File: config.mk
export PLATFORM = sky130hd
export DESIGN_NAME = dmem_arbiter
export DESIGN_NICKNAME = d
export VERILOG_FILES = /design/src/rtl/dmem_arbiter.sv
export SDC_FILE = /design/constraint.sdc
export NUM_CORES = 1
export LEC_CHECK = 0
export ABC_AREA = 1
export BUFFER_PORTS_ARGS = -buffer_cell sky130_fd_sc_hd__buf_2
export CAP_MARGIN = 20
export CORE_MARGIN = 2
export CORE_UTILIZATION = 45
export DETAILED_ROUTE_END_ITERATION = 8
export PLACE_DENSITY = 0.79
export RECOVER_POWER = 50
export SYNTH_ARGS = -nofsm -noshare
export SYNTH_HDL_FRONTEND = slang
export SYNTH_SLANG_ARGS = --single-unit
File: constraint.sdc
create_clock -name clk -period 1.7 [get_ports clk]
set_clock_uncertainty 0.2 [all_clocks]
set_input_delay 0.34 -clock clk [delete_from_list [all_inputs] [get_ports clk]]
set_output_delay 0.34 -clock clk [all_outputs]
set_load 0.05 [all_outputs]
File: src/rtl/dmem_arbiter.sv
// Round-robin arbiter and single-stage access sequencer for the shared data memory port.
// Optional requester-1 atomic lock is enabled by defining DMEM_ARB_LOCK_EN.
module dmem_arbiter #(
  parameter int unsigned ADDR_W = 8,
  parameter int unsigned DATA_W = 8
) (
  input  logic              clk,
  input  logic              rst_n,
  input  logic              req0,
  input  logic              req1,
  input  logic              we0,
  input  logic              we1,
  input  logic [ADDR_W-1:0] addr0,
  input  logic [ADDR_W-1:0] addr1,
  input  logic [DATA_W-1:0] wdata0,
  input  logic [DATA_W-1:0] wdata1,
  input  logic              lock1,
  output logic              gnt0,
  output logic              gnt1,
  output logic [DATA_W-1:0] rdata0,
  output logic [DATA_W-1:0] rdata1,
  output logic              rvalid0,
  output logic              rvalid1,
  output logic [ADDR_W-1:0] mem_addr,
  output logic [DATA_W-1:0] mem_din,
  output logic              mem_we,
  input  logic [DATA_W-1:0] mem_dout
);

  typedef enum logic [0:0] {StOpen, StLocked} lock_e;

  lock_e             lock_q;
  logic              last_q;
  logic              valid_q;
  logic              owner_q;
  logic              we_q;
  logic [ADDR_W-1:0] addr_q;
  logic [DATA_W-1:0] wdata_q;

  logic acc0, acc1, accept, rd_done;

`ifndef DMEM_ARB_LOCK_EN
  logic unused_lock1;
  assign unused_lock1 = lock1;
`endif

  // On a tie the requester that did not win last time gets the port.
  always_comb begin
    gnt0 = 1'b0;
    gnt1 = 1'b0;
    if (rst_n) begin
      if (lock_q == StLocked) begin
        gnt1 = req1;
      end else if (req0 && req1) begin
        gnt0 = last_q;
        gnt1 = ~last_q;
      end else begin
        gnt0 = req0;
        gnt1 = req1;
      end
    end
  end

  assign acc0    = req0 & gnt0;
  assign acc1    = req1 & gnt1;
  assign accept  = acc0 | acc1;
  assign rd_done = valid_q & ~we_q;

  // The stage registers are zeroed when idle so the memory port is quiet.
  assign mem_addr = addr_q;
  assign mem_din  = wdata_q;
  assign mem_we   = we_q;

  always_ff @(posedge clk or negedge rst_n) begin
    if (!rst_n) begin
      lock_q  <= StOpen;
      last_q  <= 1'b1;
      valid_q <= 1'b0;
      owner_q <= 1'b0;
      we_q    <= 1'b0;
      addr_q  <= '0;
      wdata_q <= '0;
      rvalid0 <= 1'b0;
      rvalid1 <= 1'b0;
      rdata0  <= '0;
      rdata1  <= '0;
    end else begin
      valid_q <= accept;
      owner_q <= acc1;
      if (accept) begin
        last_q <= acc1;
      end
      we_q    <= acc1 ? we1    : (acc0 & we0);
      addr_q  <= acc1 ? addr1  : (acc0 ? addr0  : '0);
      wdata_q <= acc1 ? wdata1 : (acc0 ? wdata0 : '0);

      rvalid0 <= rd_done & ~owner_q;
      rvalid1 <= rd_done & owner_q;
      if (rd_done && !owner_q) begin
        rdata0 <= mem_dout;
      end
      if (rd_done && owner_q) begin
        rdata1 <= mem_dout;
      end

`ifdef DMEM_ARB_LOCK_EN
      unique case (lock_q)
        StOpen: begin
          if (acc1 && lock1) begin
            lock_q <= StLocked;
          end
        end
        StLocked: begin
          if ((acc1 || !req1) && !lock1) begin
            lock_q <= StOpen;
          end
        end
        default: lock_q <= StOpen;
      endcase
`else
      lock_q <= StOpen;
`endif
    end
  end

endmodule

# Word level (Yosys, flattened, before mapping)
# Cells that the tools add are included.
[word_totals]
ff_bits = 38
in_bits = 47
output_inout_bits = 37
[classes]
mux = 9
n_bitwise = 10
reduce_logical = 4
[ops]
columns = ["cell", "count"]
rows = [
  ["$mux W8", 4],
  ["$and A1 B1 Y1", 6],
  ["$mux W1", 5],
  ["$logic_and A1 B1 Y1", 3],
  ["$not A1 Y1", 3],
  ["$logic_not A1 Y1", 1],
  ["$or A1 B1 Y1", 1],
]

# Logic depth before layout (Yosys ltp)
[depth]
depth_word = 6
mapped_depth = 5
ltp_nobuf = 4

# Worst setup path before layout
# Ideal clock, no wire load.
[synth_path]
path_kind = "flip-flop to output port"
start = "register last_q"
end = "output port gnt0"
arrival_time_ns = 1.325
t_required_ns = 1.160
path_slack_ns = -0.165
stages_incl_launch_ff = 3
n_path_buf = 0
cell_sequence = "dfstp_2 inv_2 a21oi_1"
[synth_via]
elab_chain_len = 2
[synth_lines]
columns = ["element", "line", "rtl"]
rows = [
  ["start: declaration", "33", "logic last_q;"],
  ["start signal: assignment", "77", "last_q <= 1'b1;"],
  ["start signal: assignment", "91", "last_q <= acc1;"],
  ["$mux W1", "54", "end else if (req0 && req1) begin"],
  ["$mux W1", "51", "if (rst_n) begin"],
  ["end: declaration", "18", "output logic gnt0,"],
]
# No other way between the ends.

# Worst setup path after layout
# Ends and elaborated chain as after synthesis.

==> flow_summary.toml <==
[status]
outcome = "complete, but fails checks"
violated_checks = "negative setup slack"

[clock_tree]
cts_tree = "yes"
htreeDepth = 2
clock-root-buffer = "clkbuf_4"
maximum_clock_path_buffer_count = 2
clk_latency_ps = 340
clk_pin_slew_worst_paths_ps = 110
cts_inserted_buffers = 5
cts.sink_count = 38

[power_and_ir_drop]
power_report.internal_total_mw = 1.60
power.share.sequential = 0.417
p_sw_frac = 0.396
power.share.combinational = 0.346
power.total_mw = 2.64
p_leak_nw = 1.29
ir_drop_uv = 584
power.share.clock = 0.237
p_per_area_mw_per_mm2 = 1200
switching_power_mw = 1.05

[hold_path]
worst_hold_path.num_cells = 3
min_delay_worst_endpoint = "mem_addr[2]"
worst_hold_startpoint = "addr0[2]"
hp-class = "in -> reg"

[synthesis]
ys_ff_latch = 38
synth_largest_type_area_fraction = 0.564
yosys.area.top_type = "dfrtp_1"
postSynthNetCount = 211
synth_area_leaders = "dfrtp_1 56%, nand2_1 12%, nand3_1 8.2%"
synth_seq_area_share = 0.580
yosysUniqueCellTypes = 18
synthesis.yosys.warnings = 0
synth_cells = 164
synthesis.area_sq_mm = 0.00164
post_synth.cell_area_avg_sq_um = 10.0

[critical_path]
regToRegSetupSlack_ps = 110
required_ps = 1160
worstReg2RegEnd = "last_q"
crit_path_end_kind = "primary output"
worst_reg2reg_path_startpoint = "last_q"
timing.critical_path.from_type = "flip-flop"
worstRegToRegCells = 9
critical_path_peak_fanout = 3
crit_type = "reg -> out"
crit_arrival_ps = 1280

[place]
dpl_cell_area_sq_mm = 0.00206
place_worst_setup_slack_ps = 179
place.detailed.hpwl_um = 2900
io_buffer_count = 82
gp_congestion = 0.789

[cells_and_area]
mostFrequentLayoutCells = "80 x buf_2, 51 x nand2_1, 37 x dfrtp_1, 31 x nand3_1, 16 x nand4_1"
layout.cells.most_common = "buf_2"
fin_nets = 306
layout-drive-gt1-share = 0.444
fillerInstances = 295
areaGrowthSynthToFinish_pct = 33.7
final_cell_area_sq_mm = 0.00219
diodes = 0
post-route-util = 0.642

[grt]
groute.layer.met2.usage = 0.328
grtUsageTotal = 0.201
grt_use_met1 = 0.247
global_route.usage.met3 = 0.0687
top_usage_layer = "met2"
grt_pass1_vias = 1332
total_congestion_overflow = 0
grt_first_pass_wirelength_um = 6200
antenna_found_initial = 0
maximum_number_of_pins_on_one_net_before_global_route_repair = 27

[detailed_routing]
detail_route.drc_violations = 0
final_antenna_net_count = 0
detailroute.via_count = 1531
drt_first_iter_violations = 121
drt_pass1_iterations = 4
route.detailed.vias_per_inst = 5.02
wl_per_cell_um = 13.1
routed_wl_um = 3980

[sta]
final.min_clock_period_ps = 1820
setup_slack_of_the_critical_path_after_layout_ps = -116
setup-violations-final = 2
top_achievable_clock_speed_ghz = 0.551
rsz0062_at_grt = "true"
worst_tran_pin_value_ps = 635
slew_viol_final = 0
hold_violations = 0
slew_headroom = 0.577
setup_tns_ps = -182
final.period_utilization = 1.07

[floorplan]
floorplan.die.width_um = 64.4
num_rows = 21
floorplan.die.height_um = 64.4
coreArea_sq_mm = 0.00342
initial_core_util = 0.481
dieArea_sq_mm = 0.00415
floorplan.io_pins = 84

[job]
maxCapViolations = 0
## routing by layer
| layer | up-vias | wire length [um] |
|---|---|---|
| met1 | 716 | 1550 |
| met3 | 5 | 367 |
| met2 | 68 | 2020 |
| met5 | - | 0 |
| met4 | 0 | 51 |
| li1 | 742 | - |
## cells in the mapped netlist
master,number
clkinv_4,1
inv_2,3
buf_12,1
nand3_2,8
o21ai_0,1
nand2_2,4
dfstp_2,1
nand3_4,1
buf_4,3
nand3_1,27
dfrtp_1,37
clkbuf_8,1
inv_1,4
clkinv_2,1
nand4_1,16
buf_6,3
nand2_1,51
a21oi_1,1
## repair_timing
action / in CTS / in global routing
endpoints found under the hold margin: 38 / 1
resized for setup: 6 / 1
hold buffers: 1 / 1
pin swaps: 1 / 0
setup buffers: 7 / 1
setup endpoints to repair: 2 / 4
## power by group through the flow
stage / clock [mW] / sequential [mW] / combinational, mW
final: 0.625 / 1.10 / 0.914
after detailed placement: 0 / 1.12 / 0.902
after floorplan: 0 / 1.56 / 0.218
after global placement: 0 / 1.12 / 0.889
after global routing: 0.682 / 1.12 / 0.973
after CTS: 0.632 / 1.11 / 0.926
## cell type report
cell class,instances,area (sq um),share of cell area
flip-flops and latches,38,952,0.434
multi-input cells,109,536,0.244
repair buffers,96,528,0.241
well taps,46,57.6,0.0262
clock buffers,6,51.3,0.0234
inverters,9,40.0,0.0182
clock inverters,1,30.0,0.0137
## cell families after synthesis
kind of cell	count (synthesis)	synth area share
DFF	38	0.580
buffers and inverters	17	0.0793
AOI/OAI and AO/OA	2	0.00609
and+or+nand+nor	107	0.335
## sequential cells by signal, indices dropped and copies added, names as in the netlist
| name | count |
|---|---|
| mem_addr | 8 |
| mem_din | 8 |
| rvalid1 | 1 |
| rvalid0 | 1 |
| last_q | 1 |
| valid_q | 1 |
| rdata0 | 8 |
| rdata1 | 8 |
| mem_we | 1 |
| owner_q | 1 |
## worst max path at each step
stage | slack, ps | start | end | cells after the start
CTS | -90 | last_q | gnt0 | 3
detailed placement | 180 | rst_n | gnt1 | 6
global route | -160 | last_q | gnt0 | 3
finish | -120 | last_q | gnt0 | 3
floorplan | 100 | last_q | gnt0 | 2
global placement | 200 | rst_n | gnt1 | 6
## worst max-delay path, stage by stage (launching register included)
cell,delay (ps)
dfstp_2,570
inv_2,50
a21oi_2,140
buf_6,180
## stage by stage
stage / hold slack, ps / std cells
after floorplan: -156 / 164
after global placement: 140 / 289
after detailed placement: 147 / 289
after CTS: 11.7 / 304
after global routing: 11.4 / 305
final: 14.5 / 305
Note: power is estimated with default switching activity, not from simulation.
